**src/rtl/gmii_tx_arbiter.sv**
```systemverilog
// Per-frame arbiter sharing one GMII TX path among NUM_CH UDP engines.
// Latency: request -> start pulse/grant 2 cycles; engine byte -> gmii_txd 1 cycle.
// Backpressure: none on GMII; each channel queues one pending frame until granted.
module gmii_tx_arbiter #(
    parameter int NUM_CH        = 2,
    parameter int IFG_CYCLES    = 12,
    parameter int START_TIMEOUT = 1024
) (
    input  logic                  gmii_tx_clk,
    input  logic                  rst_n,
    input  logic                  prio_mode,
    input  logic [NUM_CH-1:0]     ch_enable,
    input  logic [NUM_CH-1:0]     req_start_en,
    output logic [NUM_CH-1:0]     req_pending,
    output logic [NUM_CH-1:0]     eng_tx_start_en,
    input  logic [NUM_CH-1:0]     eng_tx_en,
    input  logic [NUM_CH*8-1:0]   eng_txd,
    output logic [NUM_CH-1:0]     grant,
    output logic                  gmii_tx_en,
    output logic [7:0]            gmii_txd,
    output logic [NUM_CH-1:0]     ch_tx_done,
    output logic [NUM_CH-1:0]     timeout_err
);
    localparam int IW   = (NUM_CH > 1) ? $clog2(NUM_CH) : 1;
    localparam int CMAX = (START_TIMEOUT > IFG_CYCLES) ? START_TIMEOUT : IFG_CYCLES;
    localparam int CW   = $clog2(CMAX + 1);

    typedef enum logic [2:0] {IDLE, START, WAIT_SOF, FRAME, GAP} state_t;
    state_t state, state_nxt;

    logic [NUM_CH-1:0] pend;
    logic [NUM_CH-1:0] cand;
    logic [IW-1:0]     last_idx;
    logic [IW-1:0]     sel_idx;
    logic [IW-1:0]     lo_idx;
    logic [IW-1:0]     hi_idx;
    logic              hi_found;
    logic [CW-1:0]     cnt;
    logic              g_tx_en;
    logic [7:0]        g_txd;
    logic              fwd;

    assign cand        = pend & ch_enable;
    assign req_pending = pend;

    // lo_idx: lowest candidate; hi_idx: lowest candidate above the last owner
    always_comb begin
        lo_idx   = '0;
        hi_idx   = '0;
        hi_found = 1'b0;
        for (int i = NUM_CH - 1; i >= 0; i--) begin
            if (cand[i]) begin
                lo_idx = IW'(i);
                if (i > int'(last_idx)) begin
                    hi_found = 1'b1;
                    hi_idx   = IW'(i);
                end
            end
        end
        sel_idx = (prio_mode || !hi_found) ? lo_idx : hi_idx;
    end

    always_comb begin
        g_txd = '0;
        for (int i = 0; i < NUM_CH; i++) begin
            if (grant[i]) g_txd = g_txd | eng_txd[8*i +: 8];
        end
    end

    assign g_tx_en = |(eng_tx_en & grant);
    assign fwd     = ((state == WAIT_SOF) || (state == FRAME)) && g_tx_en;

    always_ff @(posedge gmii_tx_clk or negedge rst_n) begin
        if (!rst_n) state <= IDLE;
        else        state <= state_nxt;
    end

    always_comb begin
        state_nxt       = state;
        eng_tx_start_en = '0;
        ch_tx_done      = '0;
        timeout_err     = '0;
        case (state)
            IDLE:     if (|cand) state_nxt = START;
            START: begin
                eng_tx_start_en = grant;
                state_nxt       = WAIT_SOF;
            end
            WAIT_SOF: begin
                if (g_tx_en) begin
                    state_nxt = FRAME;
                end else if (cnt == CW'(START_TIMEOUT)) begin
                    timeout_err = grant;
                    state_nxt   = GAP;
                end
            end
            FRAME: begin
                if (!g_tx_en) begin
                    ch_tx_done = grant;
                    state_nxt  = GAP;
                end
            end
            GAP:      if (cnt == CW'(IFG_CYCLES - 1)) state_nxt = IDLE;
            default:  state_nxt = IDLE;
        endcase
    end

    // cnt is 0 in START and counts through WAIT_SOF; it restarts on GAP entry
    always_ff @(posedge gmii_tx_clk or negedge rst_n) begin
        if (!rst_n) begin
            pend     <= '0;
            grant    <= '0;
            last_idx <= IW'(NUM_CH - 1);
            cnt      <= '0;
        end else begin
            pend <= (pend & ~eng_tx_start_en) | req_start_en;
            if (state == IDLE && |cand) begin
                grant    <= NUM_CH'(1) << sel_idx;
                last_idx <= sel_idx;
            end else if (state_nxt == GAP && state != GAP) begin
                grant <= '0;
            end
            if (state == IDLE || (state_nxt == GAP && state != GAP)) cnt <= '0;
            else if (state != FRAME)                                 cnt <= cnt + CW'(1);
        end
    end

    always_ff @(posedge gmii_tx_clk or negedge rst_n) begin
        if (!rst_n) begin
            gmii_tx_en <= 1'b0;
            gmii_txd   <= 8'h00;
        end else begin
            gmii_tx_en <= fwd;
            gmii_txd   <= fwd ? g_txd : 8'h00;
        end
    end
endmodule

```
**config.mk**
```make
export PLATFORM = sky130hd
export DESIGN_NAME = gmii_tx_arbiter
export DESIGN_NICKNAME = d
export VERILOG_FILES = /design/src/rtl/gmii_tx_arbiter.sv
export SDC_FILE = /design/constraint.sdc
export NUM_CORES = 1
export LEC_CHECK = 0
export CAP_MARGIN = 5
export CELL_PAD_IN_SITES_DETAIL_PLACEMENT = 0
export CELL_PAD_IN_SITES_GLOBAL_PLACEMENT = 1
export CORE_UTILIZATION = 35
export CTS_CLUSTER_DIAMETER = 150
export DETAILED_ROUTE_END_ITERATION = 10
export HOLD_SLACK_MARGIN = 0.15
export PLACE_DENSITY_LB_ADDON = 0.25
export SETUP_SLACK_MARGIN = 0.1
export SLEW_MARGIN = 0
export SYNTH_ARGS = -nofsm -noshare
export SYNTH_HDL_FRONTEND = slang
export SYNTH_SLANG_ARGS = --single-unit
export TNS_END_PERCENT = 1
```
**constraint.sdc**
```tcl
create_clock -name gmii_tx_clk -period 1.98 [get_ports gmii_tx_clk]
set_clock_uncertainty 0.1 [all_clocks]
set_input_delay 0.198 -clock gmii_tx_clk [delete_from_list [all_inputs] [get_ports gmii_tx_clk]]
set_output_delay 0.198 -clock gmii_tx_clk [all_outputs]
set_load 0.02 [all_outputs]
```
==> results of run 1 <==
## area by class of cell
class	instances	share of cell area [%]
Sequential cell	28	31.9
Multi-Input combinational cell	110	33.3
Timing Repair Buffer	70	28.0
Clock inverter	1	1.37
Inverter	4	0.683
Tap cell	50	2.85
Clock buffer	3	1.88
## state kept, by name, indices dropped and copies added, names as in the netlist
name,count
gmii_tx_en,1
req_pending,2
last_idx,1
grant,2
gmii_txd,8
state,3
cnt,11
## timing repair
action,in CTS,in global routing
hold buffers,0,0
pin swaps,3,5
resized for setup,20,16
buffers inserted,0,2
setup endpoints to repair,6,15
## per-stage QoR
step | std cells | total power, mW | util (%) | instance area [sq um]
CTS | 264 | 1.11 | 54.1 | 2160
global route | 266 | 1.14 | 55.0 | 2200
global placement | 260 | 0.646 | 52.3 | 2090
finish | 266 | 1.09 | 55.0 | 2200
detailed placement | 260 | 0.647 | 52.3 | 2090
floorplan | 148 | 0.586 | - | 1450
## cells by family after synthesis
logic type	after synthesis	synth area share (%)
compound gates	25	13.2
xor+xnor	10	6.03
fa+ha+maj	2	1.72
buf+inv	10	3.88
flops	28	48.3
mux	1	0.689
simple gates	72	26.2
## where the power goes
group,internal (mW),leakage (nW),switching [mW]
combinational,0.0441,0.628,0.0191
sequential,0.571,0.349,0
clock,0.271,0.0357,0.182
total,0.887,1.01,0.201
## layout by cell type, fill, tap and decap left out, types with 2 or more instances in the layout
master           netlist  routed
inv_2                  0       2
o21ai_1                2       2
a22oi_1                8       8
clkdlybuf4s50_1        0      37
inv_1                  4       2
nand2_1               13      13
xnor2_1                4       4
nor3_1                 5       3
dfrtp_1               27      27
a21oi_1                3       3
buf_2                  0       2
buf_6                  2       2
clkbuf_8               0       3
or3_4                  2       2
xor2_1                 6       6
clkbuf_2               0       2
and2_4                 0       2
nor2_1                26      26
buf_4                  1      27
o21ai_0                3       3
nand3_1                4       4
nand2b_1               3       3
nand4_1                3       3
o2bb2ai_1              2       2
nor3_2                 1       3
## layer usage
metal	global-route usage, %	up-vias	part of all wire [%]
met3	2.93	4	3.7
met1	22.1	628	45
met5	0	-	0
li1	-	644	-
met4	6.38	0	1.1
met2	33.2	26	50
## path summary, 6_finish.rpt
path / to / slack, ns / cells past startpoint
setup / recovery: timeout_err[1] / -0.04 / 7
hold / removal: cnt[9] / 0.19 / 2
setup reg to reg: cnt[9] / 0.19 / 5
hold reg to reg: last_idx / 0.36 / 2
max in group asynchronous: last_idx / 1.29 / 2
min in group gmii_tx_clk: last_idx / 0.36 / 2
## worst max-delay path, stage by stage (launching register included)
cell and delay, ns:
dfrtp_1 0.40, inv_2 0.08, ha_4 0.12, and3b_2 0.21, nand4_1 0.14, nor3_2 0.20, and2_4 0.19, buf_6 0.11
==> results.md, run 1 <==
* Outcome: finished, violations left
* Violated checks: negative setup slack
* Crit end category: primary output
* Final Max Tran Viols at 0
* Crit start category: register
* Fin crit period at 2.02 ns
* First-pass GRT wire length at 6020 um
* Library cells used by synthesis at 43
* Initial DRC count at 20
* Pwr dens at approximately 490 nW/um^2
* DP Worst Slack at -0.291 ns
* Core area at between 4000 and 5000 sq um
* Leakage power at approximately 1.0 nW
* Synth area leaders: dfrtp_1 47%, nor2_1 6.7%, a22oi_1 4.1%
* VDD IR max at just over 0.4 mV
* Final setup fails at 2
* H-Tree Depth at 1
* Detailed-route DRC error count at 0
* # nets final at ~240
* Fill count at ~360
* Hold WS at about 0.19 ns
* Die width at 66.4 um
* Initial antenna violation count at 0
* Top post-synthesis cells by count: 27 x dfrtp_1, 26 x nor2_1, 13 x nand2_1, 8 x a22oi_1, 6 x xor2_1
* Worst path arrival time at 1.72 ns
* Clock transition at the registers of the reported paths at ~0.10 ns
* N_diodes at 0
* Pin count of the biggest net entering global routing at 29
* Vias in the first global route at between 1000 and 1500
* Part of the cycle the worst path needs at 102%
* Die Area at between 4000 and 5000 sq um
* Gpl congestion at 0.772
* Crit path from: cnt[1]
* Wire per inst at about 14 um
* Bufs on Longest Clock Path at 2
* Vias per cell at 4.89
* Setup TNS at -0.0790 ns
* Share of cells above drive strength 1 at 25.9%
* Worst skew pair latency at about 0.28 ns
* Storage element area at approximately 700 sq um
* Placement row count at 23
* Crit path kind: register to primary output
* Least-Margin Pin Slew at 0.441 ns
* Syn nets at ~180
* Yosys warns at 0
* Number of synthesized flops with an enable pin at 0
* Max Fclk at ~500 MHz
* Initial Util at between 30% and 40%
* Post-route ant nets at 0
* Root buf cell: clkbuf_8
* Multi-input logic area at 732 sq um
* Post-synthesis instance area at ~1500 sq um
* IO Pins at 44
* CTS tree: done
* Total vias in the final route at approximately 1300
* DP HPWL at roughly 2800 um
* Syn_area_per_cell at 9.82 sq um
* Area delta synth->final at 51.3%
* Worst setup margin at -0.0418 ns
* Gr usage total at a little under a fifth
* CTS buffer count at 3
* Required @ worst endpoint at around 1.7 ns
* Area fraction of the dominant cell type after synthesis at between 40% and 50%
* Total grt overflow at 0
* Post-Synthesis Cells at around 150
* Slew headroom at a little over two thirds
* Critical path fanouts, max at 3
* Unrepaired setup endpoints after global routing: yes
* Die Y at 66.4 um
* Area leader, netlist: dfrtp_1
* Sequential-to-total area share from yosys stat at between 40% and 50%
* Most numerous cell in the Yosys netlist: dfrtp_1
* Async SR Flop Fraction at 100%
* Routed WL at 3740 um
* Ys flop type: dfrtp_1
* IO buf count at 43
* Max cap viols at 0
* Crit Reg-Reg Startpoint: state[0]
* Total clock sinks at 28
* Hold Vio Cnt, Final at 0
* HP Class: input port to async pin
* Yosys reg bits at 28
* Drt pass-1 iters at 2
Power figures use the tool's default switching activity.
==> run 2, diff against run 1 <==
GPL_ROUTABILITY_DRIVEN = 0   (was unset)
==> results of run 2 <==
Final layout, timing and power as in run 1 (identical DEF).
